`config.mk`:
```
export PLATFORM = sky130hd
export DESIGN_NAME = panel_select
export DESIGN_NICKNAME = d
export VERILOG_FILES = /design/src/rtl/panel_select.sv
export SDC_FILE = /design/constraint.sdc
export NUM_CORES = 1
export LEC_CHECK = 0
export ABC_AREA = 1
export CAP_MARGIN = 20
export CORE_MARGIN = 5
export CORE_UTILIZATION = 56
export CTS_BUF_LIST = sky130_fd_sc_hd__clkbuf_8
export DETAILED_ROUTE_END_ITERATION = 8
export GPL_TIMING_DRIVEN = 0
export MAX_ROUTING_LAYER = met4
export PLACE_DENSITY = 0.79
export REMOVE_ABC_BUFFERS = 1
export SLEW_MARGIN = 30
export SYNTH_ARGS = -nofsm -noshare
export SYNTH_HDL_FRONTEND = slang
export SYNTH_SLANG_ARGS = --single-unit
```
`constraint.sdc`:
```
create_clock -name I_clk -period 2 [get_ports I_clk]
set_input_delay 0.4 -clock I_clk [delete_from_list [all_inputs] [get_ports I_clk]]
set_output_delay 0.4 -clock I_clk [all_outputs]
set_load 0.02 [all_outputs]
```
`src/rtl/panel_select.sv`:
```
// Front-panel antenna selection: synchronises and debounces two banks of
// active-low buttons, keeps one-hot selections per radio and strobes the latch.
module panel_select #(
  parameter int DEB_CYCLES = 50000,
  parameter int CNT_W      = 16,
  parameter int LOAD_W     = 2
) (
  input  logic       I_clk,
  input  logic       I_rst_n,
  input  logic [5:0] I_btn_A,
  input  logic [5:0] I_btn_B,
  input  logic       I_remote,
  output logic [5:0] O_A,
  output logic [5:0] O_B,
  output logic       O_collision,
  output logic       O_load
);

  localparam logic [5:0]       RELEASED   = 6'b111111;
  localparam logic [CNT_W-1:0] CNT_MAX    = CNT_W'(DEB_CYCLES - 1);
  localparam int               PW         = (LOAD_W > 1) ? $clog2(LOAD_W) : 1;
  localparam logic [PW-1:0]    PULSE_LAST = PW'(LOAD_W - 1);

  typedef enum logic [1:0] {
    IDLE   = 2'd0,
    SETTLE = 2'd1,
    PULSE  = 2'd2
  } state_t;

  logic [1:0][5:0] btn_raw;
  logic [1:0]      evt;
  logic [1:0][2:0] evt_idx;
  logic [1:0]      req;
  logic [1:0][2:0] req_idx;
  logic [1:0][5:0] next_sel;

  state_t          state_reg;
  logic [PW-1:0]   pcnt_reg;
  logic [1:0][5:0] sel_reg;
  logic            collision_reg;
  logic            load_reg;
  logic [1:0]      pend_vld_reg;
  logic [1:0][2:0] pend_idx_reg;

  assign btn_raw[0] = I_btn_A;
  assign btn_raw[1] = I_btn_B;

  generate
    for (genvar gi = 0; gi < 2; gi++) begin : g_bank
      logic [5:0]       sync1_reg;
      logic [5:0]       sync2_reg;
      logic [5:0]       cand_reg;
      logic [5:0]       stable_reg;
      logic [CNT_W-1:0] cnt_reg;
      logic             commit;
      logic             onecold;
      logic [5:0]       pressed;
      logic [2:0]       idx;

      always_ff @(posedge I_clk) begin
        if (!I_rst_n) begin
          sync1_reg  <= RELEASED;
          sync2_reg  <= RELEASED;
          cand_reg   <= RELEASED;
          stable_reg <= RELEASED;
          cnt_reg    <= '0;
        end else begin
          sync1_reg <= btn_raw[gi];
          sync2_reg <= sync1_reg;
          if (sync2_reg != cand_reg) begin
            cand_reg <= sync2_reg;
            cnt_reg  <= '0;
          end else if (cnt_reg != CNT_MAX) begin
            cnt_reg <= cnt_reg + 1'b1;
          end
          if (commit) begin
            stable_reg <= cand_reg;
          end
        end
      end

      // Candidate is accepted once it has held for the full debounce window.
      assign commit  = (sync2_reg == cand_reg) && (cnt_reg == CNT_MAX);
      assign pressed = ~cand_reg;
      assign onecold = (pressed != 6'd0) && ((pressed & (pressed - 6'd1)) == 6'd0);

      always_comb begin
        idx = 3'd0;
        for (int i = 0; i < 6; i++) begin
          if (pressed[i]) begin
            idx = 3'(i);
          end
        end
      end

      // Only a clean single press from the fully released state is an event.
      assign evt[gi]     = commit && onecold && (stable_reg == RELEASED);
      assign evt_idx[gi] = idx;

      assign req[gi]      = evt[gi] | pend_vld_reg[gi];
      assign req_idx[gi]  = evt[gi] ? evt_idx[gi] : pend_idx_reg[gi];
      assign next_sel[gi] = sel_reg[gi][req_idx[gi]] ? 6'b000000
                                                      : (6'b000001 << req_idx[gi]);
    end
  endgenerate

  always_ff @(posedge I_clk) begin
    if (!I_rst_n) begin
      state_reg     <= IDLE;
      pcnt_reg      <= '0;
      sel_reg       <= '0;
      collision_reg <= 1'b0;
      load_reg      <= 1'b0;
      pend_vld_reg  <= '0;
      pend_idx_reg  <= '0;
    end else begin
      case (state_reg)
        IDLE: begin
          if (!I_remote && (req != 2'b00)) begin
            for (int b = 0; b < 2; b++) begin
              if (req[b]) begin
                sel_reg[b] <= next_sel[b];
              end
            end
            collision_reg <= |((req[0] ? next_sel[0] : sel_reg[0]) &
                               (req[1] ? next_sel[1] : sel_reg[1]));
            pend_vld_reg  <= '0;
            state_reg     <= SETTLE;
          end
        end
        SETTLE: begin
          load_reg  <= 1'b1;
          pcnt_reg  <= '0;
          state_reg <= PULSE;
        end
        PULSE: begin
          if (pcnt_reg == PULSE_LAST) begin
            load_reg  <= 1'b0;
            state_reg <= IDLE;
          end else begin
            pcnt_reg <= pcnt_reg + 1'b1;
          end
        end
        default: begin
          load_reg  <= 1'b0;
          state_reg <= IDLE;
        end
      endcase

      // Remote ownership drops queued presses; otherwise park events seen mid-strobe.
      if (I_remote) begin
        pend_vld_reg <= '0;
      end else if (state_reg != IDLE) begin
        for (int b = 0; b < 2; b++) begin
          if (evt[b]) begin
            pend_vld_reg[b] <= 1'b1;
            pend_idx_reg[b] <= evt_idx[b];
          end
        end
      end
    end
  end

  assign O_A         = sel_reg[0];
  assign O_B         = sel_reg[1];
  assign O_collision = collision_reg;
  assign O_load      = load_reg;

endmodule

```
-- After elaboration in Yosys (flattened, before gate mapping)
Index checks and enable logic that the tools add are counted.
- flip-flop bits (word level): 105
- word-level logic and storage cells: 110
- input bits: 15
- output and inout bits: 14
- $lt $le $gt $ge: 2
- bitwise gates (word level): 10
- eq/ne operators: 14
- mux-type cells: 32
- reductions and logical operators: 26
- add/sub/neg operators: 5
- shift-type cells: 2
- operators with widths (kind ; count):
    $add 16x1->16 const B ; 2
    $eq 16x16->1 const B ; 2
    $ne 16x16->1 const B ; 2
    $mux 3 ; 10
    $mux 6 ; 4
    $and 6x6->6 ; 3
    $eq 6x6->1 ; 2
    $eq 6x6->1 const B ; 2
    $logic_not 6->1 ; 2
    $ne 6x6->1 ; 2
    $not 6->6 ; 2
    $reduce_bool 6->1 ; 2
    $shl 1x3->6 const A ; 2
    $sub 6x1->6 const B ; 2
    $mux 2 ; 5
    $logic_and 1x1->1 ; 9
    $lt 3x4->1 const B ; 2
    $mux 1 ; 8
    $reduce_and 2->1 ; 4
    $bmux 1 s3 ; 2
    $pmux 2 s3 ; 1
    $reduce_bool 2->1 ; 3
    $reduce_or 2->1 ; 3
    $reduce_or 6->1 ; 1
    10 further kinds ; 14

-- Depth between registers and ports, before layout
- depth in word-level cells: 14
- depth in mapped cells: 20
- gate-level depth less buffers: 20

-- Worst setup path before layout
No wires, ideal clock.
- path type: flip-flop to flip-flop
- start point: register g_bank[0].cnt_reg[0]
- end point: register collision_reg (netlist: O_collision)
- setup time: 122 ps
- cell stages (with the launch flop): 18
- clock period less this slack: 2141 ps
- required time: 1878 ps
- path slack: -141 ps
- arrival time: 2019 ps
- buffers on the path: 1
- cell sequence: dfxtp_1 -> ha_1 -> nand3_2 -> nor2_4 -> nand3_4 -> nor2_4 -> nand3_4 -> nand2_4 -> inv_4 -> a21oi_2 -> nand2_1 -> buf_6 -> a21oi_2 -> nand2_1 -> nand2_1 -> nand2_1 -> inv_2 -> a21oi_2
- word-level cells in the longest chain between the ends: 11
- elaborated cells on any way between the ends: 16
- those cells by class: eq/ne: 1; shift: 1; mux: 5; bitwise: 2; reduce/logical: 7
- ends and longest elaborated chain (item ; RTL line ; RTL):
    from (decl) ; 54 ; logic [CNT_W-1:0] cnt_reg;
    from (signal assigned) ; 74 ; cnt_reg <= cnt_reg + 1'b1;
    $eq 16x16->1 * ; 83 ; assign commit = (sync2_reg == cand_reg) && (cnt_reg == CNT_MAX);
    $logic_and 1x1->1 * ; 83 ;
    $logic_and 1x1->1 * (2 in a row) ; 97 ; assign evt[gi] = commit && onecold && (stable_reg == RELEASED);
    $mux 3 ; -- ;
    $bmux 1 s3 ; 102 ; assign next_sel[gi] = sel_reg[gi][req_idx[gi]] ? 6'b000000
    $mux 1 (implied by the code) ; 102 ;
    $mux 6 ; 102 ;
    $mux 6 ; -- ;
    $and 6x6->6 ; 125 ; collision_reg <= |((req[0] ? next_sel[0] : sel_reg[0]) &
    $reduce_or 6->1 ; 125 ;
    to (signal assigned) ; 125 ;
    to (decl) ; 40 ; logic collision_reg;
Mark *: on every way between the ends. The rest lies on a longest branch, timed or not. The select of a mux whose other input is x is not followed.
A chain may end at the register's enable or synchronous reset.

-- Worst setup path after layout
- start point: register g_bank[1].cnt_reg[0]
- end point: register collision_reg (netlist: O_collision)
- word-level cells in the longest chain between the ends: 11
- elaborated cells on any way between the ends: 16
- those cells by class: eq/ne: 1; shift: 1; mux: 5; bitwise: 2; reduce/logical: 7
- ends and longest elaborated chain (item ; RTL line):
    from (decl) ; 54
    from (signal assigned) ; 74
    $eq 16x16->1 * ; 83
    $logic_and 1x1->1 * ; 83
    $logic_and 1x1->1 * (2 in a row) ; 97
    $mux 3 ; --
    $bmux 1 s3 ; 102
    $mux 1 (implied by the code) ; 102
    $mux 6 ; 102
    $mux 6 ; --
    $and 6x6->6 ; 125
    $reduce_or 6->1 ; 125
Marked as above.

==> impl_metrics.yaml <==
outcome:
  outcome: "finished with violations"
  violations: "negative setup slack"
final_layout:
  multiInputGateArea_um2: 2940
  stdcell_area_um2: 6450
  nFillCells: 596
  drive_gt1_frac: 0.341
  final_net_count: 772
  area_delta_synth_final_pct: 28.6
  seqCellArea_um2: 2140
  largest_register_ffs: 32
  n_antenna_cell: 0
  final_cell_mix: "143 x nand2_1, 83 x inv_1, 77 x dfxtp_1"
  stdcell_count: 865
  final_common_cell: "nand2_1"
clock_tree:
  cts_made_buffers: 9
  cts_buffer_depth: 2
  clkSlewWorstSetupHoldPaths_ps: 110
  h-tree-depth: 3
  cts_tree: "yes"
  root_buffer: "clkbuf_8"
  cts_sinks: 105
  clk_latency_ps: 380
synthesis:
  syn_inst: 683
  yosysUniqueCellTypes: 42
  synth_compound_area_frac: 0.115
  synth-main-ff-cell: "dfxtp_1"
  synth_area_um2: 5020
  synth_top_family_by_area: "simple AND/OR/NAND/NOR gates"
  yosys.area_share.simple: 0.338
  synthMuxAreaShare: 0
  ys_seq_elements: 105
  yosysSeqAreaShare: 0.419
  synthAdderAreaFrac: 0.0125
  avgSynthCellArea_um2: 7.34
  ys_warn_count: 0
  synth_edf_count: 0
  synthArstFlopShare: 0
  synth_xor_area_frac: 0.0192
worst_hold_path:
  hp-class: "primary input to flop"
  min_path_cells: 2
  whs_endpoint: "g_bank[1].cand_reg[3]"
  worstHoldStart: "I_rst_n"
drt:
  drt_first_pass_iters: 5
  drt_wl_total_um: 12900
  wire_per_inst_um: 14.9
  drtIter0Drc: 430
  viasPerCell: 5.55
  vias: 4798
  ant_nets: 0
  drc_errors: 0
sta:
  timing.slew.headroom: 0.500
  final.setup.worst_slack_ps: -419
  drv_slew: 0
  fin_hold_ws_ps: 414
  fin_skew_ps: 16.6
  setup_viol: 16
  period_share: 1.21
  rsz0062_at_grt: "yes"
  fmax_mhz: 413
  tightest_slew_ps: 748
  fin_crit_ps: 2420
  setup_tns_ps: -3630
  hold_viol: 0
power:
  ir_drop_v: 0.000469
  power_density_nw_per_um2: 586
  power_leakage_nw: 2.90
worst_setup_path:
  r2r_cells: 18
  rr_startpoint: "g_bank[1].cnt_reg[0]"
  critical_path_arrival_ps: 2700
  cp_max_fo: 6
  cpMaxStageDelayCell: "dfxtp_2"
  cp_num_buf_inv: 0
  path_common_cell: "nand2_1"
  path_depth: 18
  start_kind: "flop"
  cp_cell_sequence: "ha_4 > nand3_4 > nor2_4 > nand3_4 > nor2_4 > nand2_4 > nand2_4 > nand3_1 > nand2_1 > nand2_1 > nand2_2 > nand2_4 > nand3_1 > nand2_2 > nand2_1 > nand2_1 > nor2_2 > a21oi_2"
  reg2reg_slack_ps: -420
  crit_path_max_incr_delay_ps: 380
  worstReg2RegEnd: "O_collision"
  crit_family: "simple AND/OR/NAND/NOR gates"
  crit_path_end_kind: "flop"
  worstSetupPathType: "flop to flop"
  worstPathRequired_ps: 2280
placed_design:
  dp_cells: 806
  gp_congestion: 0.847
  placed_cell_area_um2: 5360
  hpwl_um: 7190
  io_buffers: 28
floorplanning:
  core_um2: 8720
  dieArea_um2: 10900
  fp.dieW_um: 105
  row_count: 34
  initial_utilization: 0.575
  die_h_um: 105
  ioPinCount: 29
grt:
  grt_pass1_wl_um: 18900
  grt_max_degree: 39
  grt_pass1_vias: 4468
  overflow: 0
  track_usage: 0.208
  antenna_found_initial: 0
job:
  maxCapViolCount: 0
metal layers:
layer / share of wire / vias to the layer above / wire [um] / GRT usage
li1: - / 2306 / - / -
met1: 0.38 / 2256 / 4950 / 0.228
met2: 0.53 / 182 / 6780 / 0.372
met3: 0.051 / 54 / 659 / 0.0333
met4: 0.040 / 0 / 514 / 0.0913
met5: 0 / - / 0 / -
power breakdown:
part           switching, mW  internal (mW)
clock                  0.777          0.477
sequential            0.0269           2.14
combinational          0.224          0.140
synthesized netlist by cell type, types with 2 or more instances:
master | instances | area share
nand3_2 | 7 | 0.014
o21ai_1 | 4 | 0.0040
nor3_2 | 4 | 0.0080
clkbuf_1 | 11 | 0.0082
nor2_2 | 5 | 0.0062
a211oi_1 | 3 | 0.0045
or3_1 | 2 | 0.0025
nor3_1 | 9 | 0.0090
nand2_4 | 5 | 0.011
xnor2_1 | 2 | 0.0035
ha_1 | 5 | 0.012
a21oi_2 | 3 | 0.0052
o211ai_1 | 14 | 0.021
nand3_1 | 35 | 0.035
nand3b_1 | 3 | 0.0045
o21bai_1 | 4 | 0.0060
nand3_4 | 2 | 0.0070
a21oi_1 | 32 | 0.032
inv_4 | 2 | 0.0025
or2_2 | 29 | 0.036
nand2_2 | 7 | 0.0087
inv_1 | 88 | 0.066
nor4_1 | 5 | 0.0062
nand2_1 | 165 | 0.12
buf_6 | 2 | 0.0045
nor2_4 | 5 | 0.011
o21ai_0 | 33 | 0.033
nor2_1 | 49 | 0.037
inv_2 | 18 | 0.013
nand4_1 | 6 | 0.0075
xor2_1 | 9 | 0.016
dfxtp_1 | 105 | 0.42
per-stage QoR:
| stage | power [mW] | util | setup slack [ps] |
|---|---|---|---|
| final | 3.78 | 0.740 | -419 |
| after detailed placement | 2.48 | 0.615 | -768 |
| after global placement | 2.47 | 0.615 | -2020 |
| after global routing | 3.94 | 0.740 | -614 |
| after floorplan | 2.39 | - | -356 |
| after CTS | 3.74 | 0.675 | -177 |
cells by family after synthesis:
kind of cell    Yosys count
buf+inv                 122
simple gates            342
compound gates           98
xor+xnor                 11
flops                   105
fa+ha+maj                 5
worst max path at each step:
stage / startpoint / to / slack [ps]
floorplan: g_bank[0].cnt_reg[0] / O_collision / -360
global placement: I_rst_n / g_bank[0].cnt_reg[1] / -2020
detailed placement: I_rst_n / g_bank[0].cnt_reg[4] / -770
CTS: g_bank[0].cnt_reg[1] / O_collision / -180
global route: g_bank[1].cnt_reg[0] / O_collision / -610
finish: g_bank[1].cnt_reg[0] / O_collision / -420
final cells by class:
cell class,count,share of cell area
multi-input combinational,457,0.456
clock buffer,9,0.0192
timing repair buffer,70,0.0951
tap,108,0.0210
inverter,109,0.0663
sequential,105,0.332
clock inverter,7,0.00989
what timing repair did:
item / CTS / global route
gates cloned: 1 / 0
buffers inserted: 21 / 21
hold buffers: 0 / 0
hold endpoints to repair: 0 / 0
endpoints found under the setup margin: 42 / 41
pin swaps: 21 / 41
resized for setup: 53 / 106
Note: power is estimated with default switching activity, not from simulation.
